File: config.mk
export PLATFORM = sky130hd
export DESIGN_NAME = rob_alloc_ctrl
export DESIGN_NICKNAME = d
export VERILOG_FILES = /design/src/rtl/uarch_pkg.sv /design/src/rtl/rob_ptr_arith.sv /design/src/rtl/rob_alloc_ctrl.sv
export SDC_FILE = /design/constraint.sdc
export NUM_CORES = 1
export LEC_CHECK = 0
export ABC_AREA = 1
export BUFFER_PORTS_ARGS = -buffer_cell sky130_fd_sc_hd__buf_2
export CAP_MARGIN = 10
export CORE_UTILIZATION = 35
export DETAILED_ROUTE_END_ITERATION = 7
export GPL_TIMING_DRIVEN = 1
export PLACE_DENSITY = 0.6
export SLEW_MARGIN = 15
export SYNTH_ARGS = -nofsm -noshare
export SYNTH_HDL_FRONTEND = slang
export SYNTH_SLANG_ARGS = --single-unit
File: constraint.sdc
create_clock -name clk -period 4 [get_ports clk]
set_clock_uncertainty 0.2 [all_clocks]
set_input_delay 0.2 -clock clk [delete_from_list [all_inputs] [get_ports clk]]
set_output_delay 0.2 -clock clk [all_outputs]
set_load 0.05 [all_outputs]
File: src/rtl/uarch_pkg.sv
// Shared microarchitecture constants and types.
// ROB sizing, pointer types and the allocation-controller state enum.
package uarch_pkg;

  localparam int PIPE_WIDTH  = 2;
  localparam int ROB_ENTRIES = 32;
  localparam int ROB_TAG_W   = $clog2(ROB_ENTRIES);

  typedef logic [ROB_TAG_W-1:0] rob_tag_t;
  typedef logic [ROB_TAG_W:0]   rob_ptr_t;

  typedef enum logic [1:0] {
    RUN,
    RECOVER,
    EXC_FLUSH
  } rob_ctrl_state_e;

  function automatic logic [1:0] popcnt2(input logic [1:0] v);
    return {1'b0, v[0]} + {1'b0, v[1]};
  endfunction

endpackage

File: src/rtl/rob_ptr_arith.sv
// Wrap-aware ROB pointer arithmetic and free-space encoding.
// Pointers carry one extra wrap bit above the index.
module rob_ptr_arith #(
  parameter int ROB_ENTRIES = 32,
  parameter int TAG_W       = $clog2(ROB_ENTRIES)
) (
  input  logic [TAG_W:0]   head_i,
  input  logic [TAG_W:0]   tail_i,
  input  logic [1:0]       n_commit_i,
  input  logic [1:0]       n_alloc_i,
  input  logic [TAG_W-1:0] tag_i,
  output logic [TAG_W:0]   count_o,
  output logic [TAG_W:0]   free_o,
  output logic [TAG_W:0]   head_nxt_o,
  output logic [TAG_W:0]   tail_nxt_o,
  output logic [TAG_W:0]   tail_rec_o,
  output logic             tag_in_range_o,
  output logic [1:0]       rdy_o
);

  logic [TAG_W-1:0] off;

  assign count_o    = tail_i - head_i;
  assign free_o     = (TAG_W+1)'(ROB_ENTRIES) - count_o;
  assign head_nxt_o = head_i + (TAG_W+1)'(n_commit_i);
  assign tail_nxt_o = tail_i + (TAG_W+1)'(n_alloc_i);

  // Distance from head fixes the wrap bit of the rolled-back tail.
  assign off            = tag_i - head_i[TAG_W-1:0];
  assign tail_rec_o     = head_i + {1'b0, off} + (TAG_W+1)'(1);
  assign tag_in_range_o = {1'b0, off} < count_o;

  always_comb begin
    rdy_o = 2'b00;
    unique case (1'b1)
      (free_o >= (TAG_W+1)'(2)): rdy_o = 2'b11;
      (free_o == (TAG_W+1)'(1)): rdy_o = 2'b01;
      default:                   rdy_o = 2'b00;
    endcase
  end

endmodule

File: src/rtl/rob_alloc_ctrl.sv
// ROB pointer/occupancy controller: allocation, in-order commit,
// mispredict tail rollback and exception-at-head flush.
module rob_alloc_ctrl
  import uarch_pkg::*;
#(
  parameter int ROB_ENTRIES = uarch_pkg::ROB_ENTRIES,
  parameter int PIPE_WIDTH  = uarch_pkg::PIPE_WIDTH,
  parameter int TAG_W       = $clog2(ROB_ENTRIES)
) (
  input  logic                             clk,
  input  logic                             rst,
  input  logic [PIPE_WIDTH-1:0]            rob_we,
  output logic [PIPE_WIDTH-1:0]            rob_rdy,
  output logic [PIPE_WIDTH-1:0][TAG_W-1:0] alloc_tags,
  output logic [TAG_W-1:0]                 head_ptr,
  output logic [TAG_W-1:0]                 tail_ptr,
  output logic [TAG_W:0]                   rob_count,
  input  logic [PIPE_WIDTH-1:0]            head_done,
  input  logic [PIPE_WIDTH-1:0]            head_exc,
  output logic [PIPE_WIDTH-1:0]            commit_en,
  input  logic                             mispredict,
  input  logic [TAG_W-1:0]                 mispredict_tag,
  output logic                             flush_all,
  output logic [TAG_W-1:0]                 exc_tag
);

  rob_ctrl_state_e  state_q, state_d;
  logic [TAG_W:0]   head_q, head_d;
  logic [TAG_W:0]   tail_q, tail_d;
  logic [TAG_W-1:0] exc_tag_q, exc_tag_d;

  logic [TAG_W:0] count, free;
  logic [TAG_W:0] head_nxt, tail_nxt, tail_rec;
  logic [1:0]     rdy_raw, n_alloc, n_commit;
  logic           tag_ok, run, has1, has2;
  logic           exc_head, c0, c1;

  assign run  = (state_q == RUN) && !rst;
  assign has1 = count != '0;
  assign has2 = count >= (TAG_W+1)'(2);

  assign exc_head = has1 && head_done[0] && head_exc[0];
  assign c0 = run && has1 && head_done[0] && !head_exc[0];
  assign c1 = c0 && has2 && head_done[1] && !head_exc[1]
           && !(mispredict && head_q[TAG_W-1:0] == mispredict_tag);

  assign commit_en = {c1, c0};
  assign n_commit  = popcnt2(commit_en);
  assign n_alloc   = popcnt2(rob_we);

  rob_ptr_arith #(
    .ROB_ENTRIES(ROB_ENTRIES),
    .TAG_W      (TAG_W)
  ) u_arith (
    .head_i        (head_q),
    .tail_i        (tail_q),
    .n_commit_i    (n_commit),
    .n_alloc_i     (n_alloc),
    .tag_i         (mispredict_tag),
    .count_o       (count),
    .free_o        (free),
    .head_nxt_o    (head_nxt),
    .tail_nxt_o    (tail_nxt),
    .tail_rec_o    (tail_rec),
    .tag_in_range_o(tag_ok),
    .rdy_o         (rdy_raw)
  );

  assign rob_rdy   = run ? rdy_raw : 2'b00;
  assign flush_all = (state_q == EXC_FLUSH) && !rst;
  assign exc_tag   = rst ? '0 : exc_tag_q;
  assign head_ptr  = head_q[TAG_W-1:0];
  assign tail_ptr  = tail_q[TAG_W-1:0];
  assign rob_count = count;

  assign alloc_tags[0] = tail_q[TAG_W-1:0];
  assign alloc_tags[1] = tail_q[TAG_W-1:0] + TAG_W'(rob_we[0]);

  always_comb begin
    state_d   = state_q;
    head_d    = head_q;
    tail_d    = tail_q;
    exc_tag_d = exc_tag_q;
    unique case (state_q)
      RUN: begin
        priority case (1'b1)
          exc_head: begin
            state_d   = EXC_FLUSH;
            exc_tag_d = head_q[TAG_W-1:0];
            tail_d    = tail_nxt;
          end
          mispredict: begin
            state_d = RECOVER;
            head_d  = head_nxt;
            tail_d  = tail_rec;
          end
          default: begin
            head_d = head_nxt;
            tail_d = tail_nxt;
          end
        endcase
      end
      RECOVER: state_d = RUN;
      EXC_FLUSH: begin
        state_d = RUN;
        head_d  = '0;
        tail_d  = '0;
      end
      default: state_d = RUN;
    endcase
  end

  always_ff @(posedge clk) begin
    if (rst) begin
      state_q   <= RUN;
      head_q    <= '0;
      tail_q    <= '0;
      exc_tag_q <= '0;
    end else begin
      state_q   <= state_d;
      head_q    <= head_d;
      tail_q    <= tail_d;
      exc_tag_q <= exc_tag_d;
    end
  end

  a_no_overflow: assert property (@(posedge clk) disable iff (rst)
    (state_q == RUN) |-> ((TAG_W+1)'(n_alloc) <= free));

  a_tag_range: assert property (@(posedge clk) disable iff (rst)
    (state_q == RUN && mispredict && !exc_head) |-> tag_ok);

endmodule

# After elaboration in Yosys (flattened, before gate mapping)
# Cells that the tools add are included.
# op_classes
addsub	10
order_cmp	2
eq_ne	4
muxes	10
n_bitwise	1
n_reduce_logical	24
# ops
op	n
$pmux 6 s2	2
$mux 6	3
$add 6x2->6	2
$ge 6x2->1 const B	2
$logic_and 1x1->1	12
$add 6x1->6 const B	1
$add 6x5->6	1
$eq 6x1->1 const B	1
$mux 2	3
$reduce_bool 6->1	1
$sub 6x6->6	1
$sub 6x6->6 const A	1
$add 5x1->5	1
$eq 5x5->1	1
$mux 5	1
$sub 5x5->5	1
$add 1x1->2	2
$logic_not 1->1	4
$pmux 2 s2	1
$reduce_and 2->1	2
$reduce_bool 2->1	2
$reduce_or 3->1	1
$eq 2x2->1 const B	1
$logic_not 2->1	1
other kinds (3)	3
# totals
ff_bits	19
inputBits	14
output_inout_bits	36

# Logic depth before layout (Yosys ltp)
# Gate-level depths: netlist (run 1).
# logic_depth
depth_word	13
ltp_mapped	19
mapped_depth_nobuf	19

# Hierarchy
# From an unflattened synthesis (run 1), not the netlist that was laid out.
# hier_totals
hier_cells	350
area_unflattened_um2	2397.3
# by_module_without_submodules
mod	instances	cells_per_inst	area_each_um2	seq_area_each_um2
rob_alloc_ctrl	1	174	1213.7	380.4
rob_ptr_arith	1	176	1183.6	0.0

# Worst setup path before layout (run 1)
# Ideal clock, no wire load.
# synth_timing
path_type	flip-flop to flip-flop
from	register head_q[0]
to	register head_q[4]
setup_time_ps	71
arrival_ps	3593
required_time_ps	3729
slack_ps	137
stages_incl_launch_ff	19
n_path_buf	0
path_cell_list	dfxtp_1 ha_1 inv_1 fa_1 inv_1 ha_1 nand2_1 nor2_2 nand3_4 nand2_1 nor3_1 and3_1 fa_1 ha_1 nand3_1 xor2_1 a21oi_1 nand3_1 a21oi_1
# synth_between
elab_chain_len	13
word_cells_on_any_way	21
classes_between	add/sub: 3; order compare: 1; eq/ne: 2; mux: 2; reduce/logical: 13
# synth_lines
item	line_no	rtl
start: declaration	rob_alloc_ctrl.sv:28	logic [TAG_W:0] head_q, head_d;
start signal: assignment	rob_alloc_ctrl.sv:116	head_q <= '0;
start signal: assignment	rob_alloc_ctrl.sv:121	head_q <= head_d;
$sub 6x6->6	rob_ptr_arith.sv:23	assign count_o = tail_i - head_i;
net rob_count[1]	rob_alloc_ctrl.sv:17	output logic [TAG_W:0] rob_count,
$reduce_bool 6->1	rob_alloc_ctrl.sv:39	assign has1 = count != '0;
$logic_and 1x1->1 (3 in series)	rob_alloc_ctrl.sv:43	assign c0 = run && has1 && head_done[0] && !head_exc[0];
net c0	rob_alloc_ctrl.sv:36	logic exc_head, c0, c1;
$logic_and 1x1->1 (3 in series)	rob_alloc_ctrl.sv:44	assign c1 = c0 && has2 && head_done[1] && !head_exc[1]
$logic_and 1x1->1	rob_alloc_ctrl.sv:45	&& !(mispredict && head_q[TAG_W-1:0] == mispredict_tag);
net c1	rob_alloc_ctrl.sv:36	
$add 1x1->2	uarch_pkg.sv:19	return {1'b0, v[0]} + {1'b0, v[1]};
$add 6x2->6	rob_ptr_arith.sv:25	assign head_nxt_o = head_i + (TAG_W+1)'(n_commit_i);
$mux 6	rob_alloc_ctrl.sv:86	priority case (1'b1)
$pmux 6 s2	rob_alloc_ctrl.sv:84	unique case (state_q)
# The timed path passes the listed nets, and every way through them passes these cells. The select of a mux whose other input is x is not followed.
# A chain may end at the register's enable or synchronous reset.

# Final worst setup path (run 1)
# layout_timing
from	register tail_q[0]
to	register head_q[4]
# layout_between
elab_chain_len	13
word_cells_on_any_way	18
classes_between	add/sub: 3; order compare: 1; eq/ne: 1; mux: 2; reduce/logical: 11
# layout_lines
item	line_no	rtl
start: declaration	rob_alloc_ctrl.sv:29	logic [TAG_W:0] tail_q, tail_d;
start signal: assignment	rob_alloc_ctrl.sv:122	tail_q <= tail_d;
$sub 6x6->6 *	rob_ptr_arith.sv:23	
branches (longest 12 deep; another with $ge 6x2->1)	-	
# Every way passes the cells marked *. The select of a mux whose other input is x is not followed.

==> reports/results.ini, run 1 <==
[run_status]
status = completed

[final_layout]
final_cells = 391
mostFrequentLayoutCells = nand2_1, buf_2, inv_1
fill_cells = 606
drive_gt1_share_pct = 22.3
postLayoutCoreUtil_pct = 41.6
area_delta_synth_final_pct = 13.2
num_antenna_cells = 0
nNetsFinal = 360
final_common_cell = nand2_1

[die]
start_util_pct = 36.7
die_height_um = 78.2
fp.dieW_um = 78.2
die_area_sq_mm = 0.00612
ios = 50
core_sq_mm = 0.00554
rows = 27

[sta]
rsz0062_at_grt = false
setup_viol_count_final = 0
maxSlewHeadroom_pct = 69.5
fin_tns_setup_ps = 0
fin_crit_ps = 3600
max_freq_mhz = 278
finalCritPeriodShare_pct = 89.9
hold_viol = 0
worstMarginPinSlew_ps = 456
maxSlewViolCount = 0

[route]
vias_per_cell = 4.73
drc = 0
wl_mm = 4.87
dr.pass1.iters = 4
drtIter0Drc = 162
wl_per_cell_um = 12.4
via_count = 1851
drtAntennaViolNets = 0

[cts]
clkTransAtPathRegs_ps = 80
tritoncts = yes
cts_setup_buffers = 0
cts-root-buf = clkbuf_8
cts_buffers = 3
cts_sinks = 19
cts_buffer_depth = 2
htree_levels = 1
clock_latency_ps = 260

[critical_path]
path_cells = inv_1 -> ha_1 -> inv_1 -> fa_1 -> inv_1 -> ha_1 -> nand2_1 -> nor2_2 -> nand3_4 -> nand2_1 -> nor3_1 -> and3_1 -> fa_1 -> ha_1 -> nand3_1 -> xor2_1 -> a21oi_1 -> nand3_1 -> a21oi_1
worstSetupPathType = register to register
r2r_cells = 19
worstPathArrival_ps = 3540
crit_path_end_kind = register
rr_startpoint = tail_q[0]$_SDFFE_PP0P_
max_stage_delay_ps = 500
cp_num_buf_inv = 3
crit_path_start_kind = register
crit_fanout = 6
r2r_slack_ps = 400
crit_family = adder cells
slowest_stage = fa_1
worst-endpoint-required_ps = 3950
reg2reg_to = head_q[4]$_SDFFE_PP0P_

[pwr]
vdd_drop_max_v = 0.000199
powerDensity_mw_per_mm2 = 470
p_leak_nw = 1.22
intPower_mw = 0.481
clkPwrFrac_pct = 13.2
pwr-share-comb_pct = 64.7
p_sw_mw = 0.602
pwr-share-seq_pct = 22.1
switching_share_pct = 55.6

[synthesis]
synth_warnings = 0
postSynthAreaPerCell_sq_um = 7.18
netlist_instances = 283
synth_cell_type_count = 33
ys_seq_area_share_pct = 18.7
syn_nets = 323
netlist_area_sq_mm = 0.00203
ys_ff_latch = 19

[global_route]
grt_start_max_net_pins = 16
antenna_found_initial = 0
grt_pass1_vias = 1643
overflow = 0
track_usage_pct = 16.9
grt_pass1_wl_mm = 8.14

[hold_path]
whs_path_depth = 2
worstHoldStart = rst
min_path_type = primary input to register
min_to = head_q[4]$_SDFFE_PP0P_

[flow_run]
cap_violations = 0

[place]
placedCellCount = 387
numPortBuffers = 49
place.gp.congestion = 0.845
dp_hpwl_mm = 3.97

[per-layer routing]
| layer | global-route usage (%) | vias up | part of all wire, % |
|---|---|---|---|
| met5 | 0 | - | 0 |
| met4 | 3.89 | 0 | 1.3 |
| met3 | 3.02 | 6 | 4.7 |
| met2 | 27.5 | 53 | 45 |
| met1 | 23.3 | 830 | 49 |
| li1 | - | 962 | - |
[through the flow]
stage | instance area, sq um | setup slack (ps) | hold slack, ps | power, mW
CTS | 2300 | 330 | 101 | 1.09
floorplan | 2030 | 137 | 82.1 | 0.839
global route | 2300 | 23.1 | 126 | 1.16
global placement | 2250 | 421 | 286 | 0.940
finish | 2300 | 404 | 115 | 1.08
detailed placement | 2250 | 357 | 301 | 0.944
[flip-flops by register name (all words and copies together), names as in the netlist]
register / cells
head_q: 6
exc_tag_q: 5
tail_q: 6
state_q: 2
[cells in the mapped netlist (all sizes together)]
| library cell | n | area, sq um |
|---|---|---|
| xnor2 | 6 | 71.3 |
| nor3 | 5 | 25.0 |
| fa | 5 | 100 |
| dfxtp | 19 | 380 |
| nand3 | 29 | 163 |
| nand4 | 7 | 58.8 |
| nor2 | 29 | 121 |
| xor2 | 20 | 183 |
| nand3b | 1 | 7.51 |
| nand2 | 56 | 228 |
| a31oi | 2 | 12.5 |
| ha | 21 | 263 |
| nor3b | 1 | 7.51 |
| inv | 39 | 146 |
| a21o | 1 | 7.51 |
| o21ai | 1 | 5.00 |
| nor4 | 1 | 6.26 |
| and3 | 1 | 6.26 |
| buf | 18 | 139 |
| o211ai | 1 | 7.51 |
| clkbuf | 4 | 15.0 |
| a21oi | 16 | 80.1 |
[area by class of cell]
| type | count | area [sq um] | area share [%] |
|---|---|---|---|
| Clock buffer | 3 | 41.3 | 1.79 |
| Sequential cell | 19 | 382 | 16.6 |
| Inverter | 39 | 146 | 6.36 |
| Clock inverter | 1 | 7.51 | 0.326 |
| Tap cell | 72 | 90.1 | 3.91 |
| Multi-Input combinational cell | 203 | 1350 | 58.8 |
| Timing Repair Buffer | 54 | 283 | 12.3 |
[worst register-to-register path: stages, from the launching register on]
cell and delay (ps):
dfxtp_2 390, inv_1 60, ha_1 190, inv_1 90, fa_1 500, inv_1 90
ha_1 180, nand2_1 80, nor2_2 190, nand3_4 120, nand2_1 70, nor3_1 70
and3_1 180, fa_1 390, ha_1 220, nand3_1 100, xor2_1 160, a21oi_1 60
nand3_1 90, a21oi_1 70
[how the worst max path moves through the flow]
| stage | depth (start not counted) | from | to |
|---|---|---|---|
| global route | 19 | tail_q[0]$_SDFFE_PP0P_ | head_q[4]$_SDFFE_PP0P_ |
| global placement | 19 | tail_q[0]$_SDFFE_PP0P_ | head_q[4]$_SDFFE_PP0P_ |
| finish | 19 | tail_q[0]$_SDFFE_PP0P_ | head_q[4]$_SDFFE_PP0P_ |
| CTS | 19 | tail_q[0]$_SDFFE_PP0P_ | head_q[4]$_SDFFE_PP0P_ |
| detailed placement | 19 | tail_q[0]$_SDFFE_PP0P_ | head_q[4]$_SDFFE_PP0P_ |
| floorplan | 18 | head_q[0]$_SDFFE_PP0P_ | head_q[4]$_SDFFE_PP0P_ |
[power groups by stage]
stage	registers, mW	clock network [mW]	logic, mW
final	0.239	0.143	0.701
after floorplan	0.233	0	0.606
after CTS	0.239	0.146	0.704
after global routing	0.243	0.154	0.766
after detailed placement	0.243	0	0.700
after global placement	0.242	0	0.698
[kinds of logic (layout without fill, tap and decap cells)]
family,Yosys count,after routing,synth area share [%]
AO/OA/AOI/OAI,21,21,5.54
buffers and inverters,61,97,14.8
XOR/XNOR,26,26,12.5
adder cells (fa/ha/maj),26,26,17.8
AND/OR/NAND/NOR,130,130,30.6
flip-flops,19,19,18.7
[repair_timing]
action | CTS | global route
hold buffers | 0 | 0
resized for setup | 0 | 1
setup endpoints to repair | 0 | 1
(Power assumes the default switching activity.)
==> run 2, diff against run 1 <==
- ABC_AREA: 1 -> unset
- PLACE_DENSITY: 0.6 -> 0.61
==> run 2 against run 1 <==
Effect of this change:
- design area shrank 3.3%
- highest routed layer unchanged
- area after synthesis shrank 4.1%
- global-route usage shrank 0.48 points
- synthesized cell count shrank 16%
- wire length shrank 4.8%
==> reports/results.ini, run 2 <==
[run_status]
status = completed

[cts]
cts_sinks = 19  ; unchanged
cts_buffer_depth = 2  ; unchanged
cts-root-buf = clkbuf_8
tritoncts = yes
cts_setup_buffers = 0  ; unchanged
htree_levels = 1  ; unchanged
clkTransAtPathRegs_ps = 70  ; about the same
cts_buffers = 3  ; unchanged
clock_latency_ps = 260  ; about the same

[die]
start_util_pct = 37.2  ; +0.52 points
rows = 26  ; -3.7%
ios = 50  ; unchanged
fp.dieW_um = 76.6  ; -2.0%
die_height_um = 76.6  ; -2.0%
die_area_sq_mm = 0.00587  ; -4.0%
core_sq_mm = 0.00524  ; -5.5%

[global_route]
antenna_found_initial = 0  ; unchanged
grt_pass1_wl_mm = 7.71  ; -5.3%
grt_pass1_vias = 1645  ; +0.12%
overflow = 0  ; unchanged
track_usage_pct = 16.5  ; -0.48 points
grt_start_max_net_pins = 21  ; +5

[sta]
fin_ws_ps = 254  ; -149 ps
fin_crit_ps = 3750  ; +149 ps
max_freq_mhz = 267  ; -4.0%
finalCritPeriodShare_pct = 93.6  ; +3.7 points
worstMarginPinSlew_ps = 462  ; +6.06 ps
rsz0062_at_grt = true
hold_viol = 0  ; unchanged
setup_viol_count_final = 0  ; unchanged
maxSlewHeadroom_pct = 69.2  ; -0.33 points
maxSlewViolCount = 0  ; unchanged

[critical_path]
worstPathArrival_ps = 3700  ; +160 ps
reg2reg_to = head_q[2]$_SDFFE_PP0P_
crit_path_end_kind = register
r2r_cells = 17  ; -2
r2r_slack_ps = 250  ; -150 ps
rr_startpoint = tail_q[0]$_SDFFE_PP0P_
crit_path_start_kind = register
crit_fanout = 7  ; +1
worst-endpoint-required_ps = 3950  ; about the same
worstSetupPathType = register to register

[final_layout]
mostFrequentLayoutCells = buf_2, nor2_1, ha_1
num_antenna_cells = 0  ; unchanged
area_delta_synth_final_pct = 14.2
drive_gt1_share_pct = 25.5  ; +3.2 points
fill_cells = 544  ; -10%
final_common_cell = buf_2
nNetsFinal = 312  ; -13%
top_regs = head_q (6), tail_q (6), exc_tag_q (5)

[synthesis]
ys_seq_area_share_pct = 19.5  ; +0.80 points
syn_nets = 279  ; -14%
ys_top_cells_by_area = dfxtp_1, ha_1, buf_4
synth_cell_type_count = 45  ; +36%
synth-main-ff-cell = dfxtp_1
synth_edf_count = 0  ; unchanged
synth_warnings = 0  ; unchanged
yosysTopAreaCellShare_pct = 19.5  ; +0.80 points
async_reset_ff_share_pct = 0  ; unchanged
netlist_area_sq_mm = 0.00195  ; -4.1%
ys_ff_latch = 19  ; unchanged
netlist_instances = 239  ; -16%
synth_common_cells = ha_1, nor2_1, inv_1
postSynthAreaPerCell_sq_um = 8.16  ; +14%
yosys.area.top_type = dfxtp_1

[hold_path]
worstHoldStart = rst
min_path_type = primary input to register
min_to = exc_tag_q[3]$_SDFFE_PP0P_
whs_path_depth = 2  ; unchanged

[pwr]
powerDensity_mw_per_mm2 = 486  ; +3.4%
vdd_drop_max_v = 0.000229  ; +15%
total_power_mw = 1.08  ; about the same
p_leak_nw = 1.07  ; -13%

[place]
dp_hpwl_mm = 3.82  ; -3.6%
pre_cts_ws_ps = 156  ; -201 ps
numPortBuffers = 49  ; unchanged
place.gp.congestion = 0.892  ; +5.5%

[route]
via_count = 1728  ; -6.6%
vias_per_cell = 5.07  ; +7.0%
wl_per_cell_um = 13.6  ; +9.2%
drc = 0  ; unchanged
drtAntennaViolNets = 0  ; unchanged
wl_mm = 4.63  ; -4.8%
dr.pass1.iters = 4  ; unchanged
drtIter0Drc = 93  ; -43%

[flow_run]
cap_violations = 0  ; unchanged

[run 2: stage by stage]
step	area, sq um	cells	hold slack, ps	setup TNS, ps	util (%)
floorplan	1960	239	231	0	-
global placement	2170	337	270	0	41.4
detailed placement	2170	337	282	0	41.4
CTS	2210	341	110	0	42.2
global route	2230	341	131	-3.33	42.5
finish	2230	341	109	0	42.5
[run 2: layout make-up]
cell class	instances	area [sq um]	area share (%)
multi-input combinational	175	1360	61.2
sequential	19	382	17.1
timing repair buffer	53	275	12.4
tap	70	87.6	3.93
inverter	20	75.1	3.37
clock buffer	4	45.0	2.02
[run 2: worst max-delay path: stages (launching register included)]
cell	delay, ps
dfxtp_2	380
inv_1	50
ha_1	200
inv_1	70
fa_2	490
inv_1	90
ha_1	190
inv_1	50
or3_4	400
o31ai_2	190
nor3_1	110
and2_1	190
fa_1	380
ha_1	200
nor2b_1	120
o21ai_0	120
xnor2_1	140
nor2_1	50
[run 2: worst max path at each step]
stage | endpoint | cells after the start | from
floorplan | head_q[2]$_SDFFE_PP0P_ | 16 | head_q[0]$_SDFFE_PP0P_
global placement | head_q[2]$_SDFFE_PP0P_ | 17 | tail_q[0]$_SDFFE_PP0P_
CTS | head_q[2]$_SDFFE_PP0P_ | 17 | tail_q[0]$_SDFFE_PP0P_
detailed placement | head_q[2]$_SDFFE_PP0P_ | 17 | tail_q[0]$_SDFFE_PP0P_
global route | head_q[2]$_SDFFE_PP0P_ | 17 | tail_q[0]$_SDFFE_PP0P_
finish | head_q[2]$_SDFFE_PP0P_ | 17 | tail_q[0]$_SDFFE_PP0P_
[run 2: what timing repair did]
action / in CTS / in global routing
hold buffers: 0 / 0
hold endpoints to repair: 0 / 0
endpoints found under the setup margin: 0 / 5
gates resized for setup: 0 / 4
[run 2: report_power, final]
| group | internal [mW] | leakage, nW | switching (mW) |
|---|---|---|---|
| combinational | 0.220 | 0.889 | 0.498 |
| sequential | 0.204 | 0.155 | 0.0246 |
| clock | 0.0709 | 0.0228 | 0.0648 |
[run 2: cell families after synthesis]
family                     count (synthesis)  synth area share (%)
AOI/OAI and AO/OA                         44                  15.4
adders and majority gates                 26                  18.6
muxes                                      9                  4.62
DFF                                       19                  19.5
and+or+nand+nor                           76                  20.4
xor gates and xnor gates                  20                  9.37
buffers and inverters                     45                  12.1
[run 2: metal layers]
metal	vias to the layer above	part of all wire (%)	track usage, %
met5	-	0	0
met2	47	47	28.7
met1	807	48	21.4
met4	0	0.84	4.42
li1	868	-	-
met3	6	3.8	1.80
==> run 3, diff against run 2 <==
- PLACE_DENSITY: 0.61 -> unset
- PLACE_DENSITY_LB_ADDON: unset -> 0.1
==> run 3 against run 2 <==
Effect of this change:
- setup slack gained 39 ps
- critical path depth is the same
- via count shrank 0.98%
- sequential power shrank 2%
- largest power group unchanged
- highest routed layer unchanged
==> reports/results.ini, run 3 (synthesized netlist as in run 2, its figures left out) <==
[sta]
maxSlewHeadroom_pct = 64.3  ; -4.9 points
fin_tns_setup_ps = 0  ; unchanged
max_freq_mhz = 270  ; +1.0%
hold_viol = 0  ; unchanged
fin_crit_ps = 3710  ; -38.7 ps
setup_viol_count_final = 0  ; unchanged
rsz0062_at_grt = false
maxSlewViolCount = 0  ; unchanged
finalCritPeriodShare_pct = 92.7  ; -0.97 points
worstMarginPinSlew_ps = 532  ; +70.6 ps

[final_layout]
top_regs = head_q (6), tail_q (6), exc_tag_q (5)
final_common_cell = buf_2
num_antenna_cells = 0  ; unchanged
mostFrequentLayoutCells = buf_2, nor2_1, ha_1
nNetsFinal = 316  ; +1.3%
area_delta_synth_final_pct = 15.1
drive_gt1_share_pct = 25.8  ; +0.36 points
fill_cells = 572  ; +5.1%
final_cells = 345  ; +1.2%

[critical_path]
crit_path_end_kind = register
path_cells = inv_1 -> ha_1 -> inv_1 -> fa_1 -> inv_1 -> ha_1 -> inv_1 -> or3_4 -> o31ai_1 -> nor3_1 -> and2_1 -> fa_1 -> ha_1 -> nor2b_1 -> o21ai_0 -> xnor2_1 -> nor2_1
crit_fanout = 6  ; -1
cp_num_buf_inv = 4  ; unchanged
rr_startpoint = tail_q[0]$_SDFFE_PP0P_
worstSetupPathType = register to register
worst-endpoint-required_ps = 3950  ; about the same
slowest_stage = fa_1
crit_path_start_kind = register
r2r_cells = 17  ; unchanged
crit_cells = 17  ; unchanged
worstPathArrival_ps = 3660  ; -40 ps
crit_family = adder cells
reg2reg_to = head_q[2]$_SDFFE_PP0P_
r2r_slack_ps = 290  ; +40 ps
max_stage_delay_ps = 430  ; -60 ps
cpMostUsedCell = inv_1

[place]
placedCellCount = 341  ; +1.2%
dp_hpwl_mm = 3.81  ; -0.41%
place.gp.congestion = 0.849  ; -4.8%
numPortBuffers = 49  ; unchanged

[pwr]
total_power_mw = 1.08  ; +0.19%
vdd_drop_max_v = 0.000233  ; +1.8%
p_leak_nw = 1.09  ; +2.1%
powerDensity_mw_per_mm2 = 483  ; -0.65%

[cts]
cts-root-buf = clkbuf_8
clock_latency_ps = 260  ; about the same
hold_buffers = 0  ; unchanged
tritoncts = yes
cts_sinks = 19  ; unchanged
cts_repair_resize_count = 0  ; unchanged
htree_levels = 1  ; unchanged
cts_buffers = 3  ; unchanged
cts_buffer_depth = 2  ; unchanged
cts_setup_buffers = 0  ; unchanged
clkTransAtPathRegs_ps = 80  ; about the same

[route]
via_count = 1711  ; -0.98%
wl_mm = 4.79  ; +3.3%
dr.pass1.iters = 4  ; unchanged
drc = 0  ; unchanged
drtIter0Drc = 80  ; -14%
drtAntennaViolNets = 0  ; unchanged
vias_per_cell = 4.96  ; -2.1%
wl_per_cell_um = 13.9  ; +2.1%

[global_route]
track_usage_pct = 17.2  ; +0.73 points
overflow = 0  ; unchanged
met1_usage_pct = 23.6  ; +2.2 points
grt_pass1_wl_mm = 8.02  ; +4.0%
grtUsageMet2_pct = 28.0  ; -0.72 points
grt_start_max_net_pins = 21  ; unchanged
grt_pass1_vias = 1708  ; +3.8%
antenna_found_initial = 0  ; unchanged
grtUsageMet3_pct = 2.63  ; +0.84 points
top_usage_layer = met2

[die]
ios = 50  ; unchanged
fp.dieW_um = 76.6  ; unchanged
start_util_pct = 37.2  ; unchanged
die_area_sq_mm = 0.00587  ; unchanged
rows = 26  ; unchanged
die_height_um = 76.6  ; unchanged
core_sq_mm = 0.00524  ; unchanged

[hold_path]
worstHoldStart = rst
min_path_type = primary input to register
whs_path_depth = 2  ; unchanged
min_to = exc_tag_q[1]$_SDFFE_PP0P_

[flow_run]
cap_violations = 0  ; unchanged

[run_status]
status = completed

-- run 3: per-stage QoR --
stage / hold WS, ps / utilization (%) / worst slack (ps) / area [sq um]
after global placement: 268 / 41.9 / 318 / 2200
after CTS: 113 / 42.8 / 202 / 2240
after global routing: 155 / 42.9 / 20.8 / 2240
final: 116 / 42.9 / 293 / 2240
after floorplan: 231 / - / 78.3 / 1960
after detailed placement: 278 / 41.9 / 251 / 2200
-- run 3: report_power, final --
group / internal, mW / total [mW] / switching (mW)
clock: 0.0693 / 0.140 / 0.0708
sequential: 0.204 / 0.225 / 0.0204
combinational: 0.221 / 0.720 / 0.499
-- run 3: routing by layer --
metal / part of all wire (%) / vias up
li1: - / 876
met5: 0 / -
met1: 52 / 788
met3: 2.9 / 4
met2: 44 / 43
met4: 1.2 / 0
-- run 3: final cells by class --
type                            count  area (sq um)  area share, %
Multi-Input combinational cell    175          1350           60.1
Sequential cell                    19           382           17.0
Timing Repair Buffer               57           305           13.6
Tap cell                           70          87.6           3.90
Inverter                           20          75.1           3.34
Clock buffer                        3          41.3           1.84
Clock inverter                      1          5.00          0.223
-- run 3: how the worst max path moves through the flow --
stage | from | to | slack [ps]
final | tail_q[0]$_SDFFE_PP0P_ | head_q[2]$_SDFFE_PP0P_ | 290
after global routing | tail_q[0]$_SDFFE_PP0P_ | head_q[2]$_SDFFE_PP0P_ | 20
after CTS | tail_q[0]$_SDFFE_PP0P_ | head_q[2]$_SDFFE_PP0P_ | 200
after detailed placement | tail_q[0]$_SDFFE_PP0P_ | head_q[2]$_SDFFE_PP0P_ | 250
after global placement | tail_q[0]$_SDFFE_PP0P_ | head_q[2]$_SDFFE_PP0P_ | 320
after floorplan | head_q[0]$_SDFFE_PP0P_ | head_q[2]$_SDFFE_PP0P_ | 80
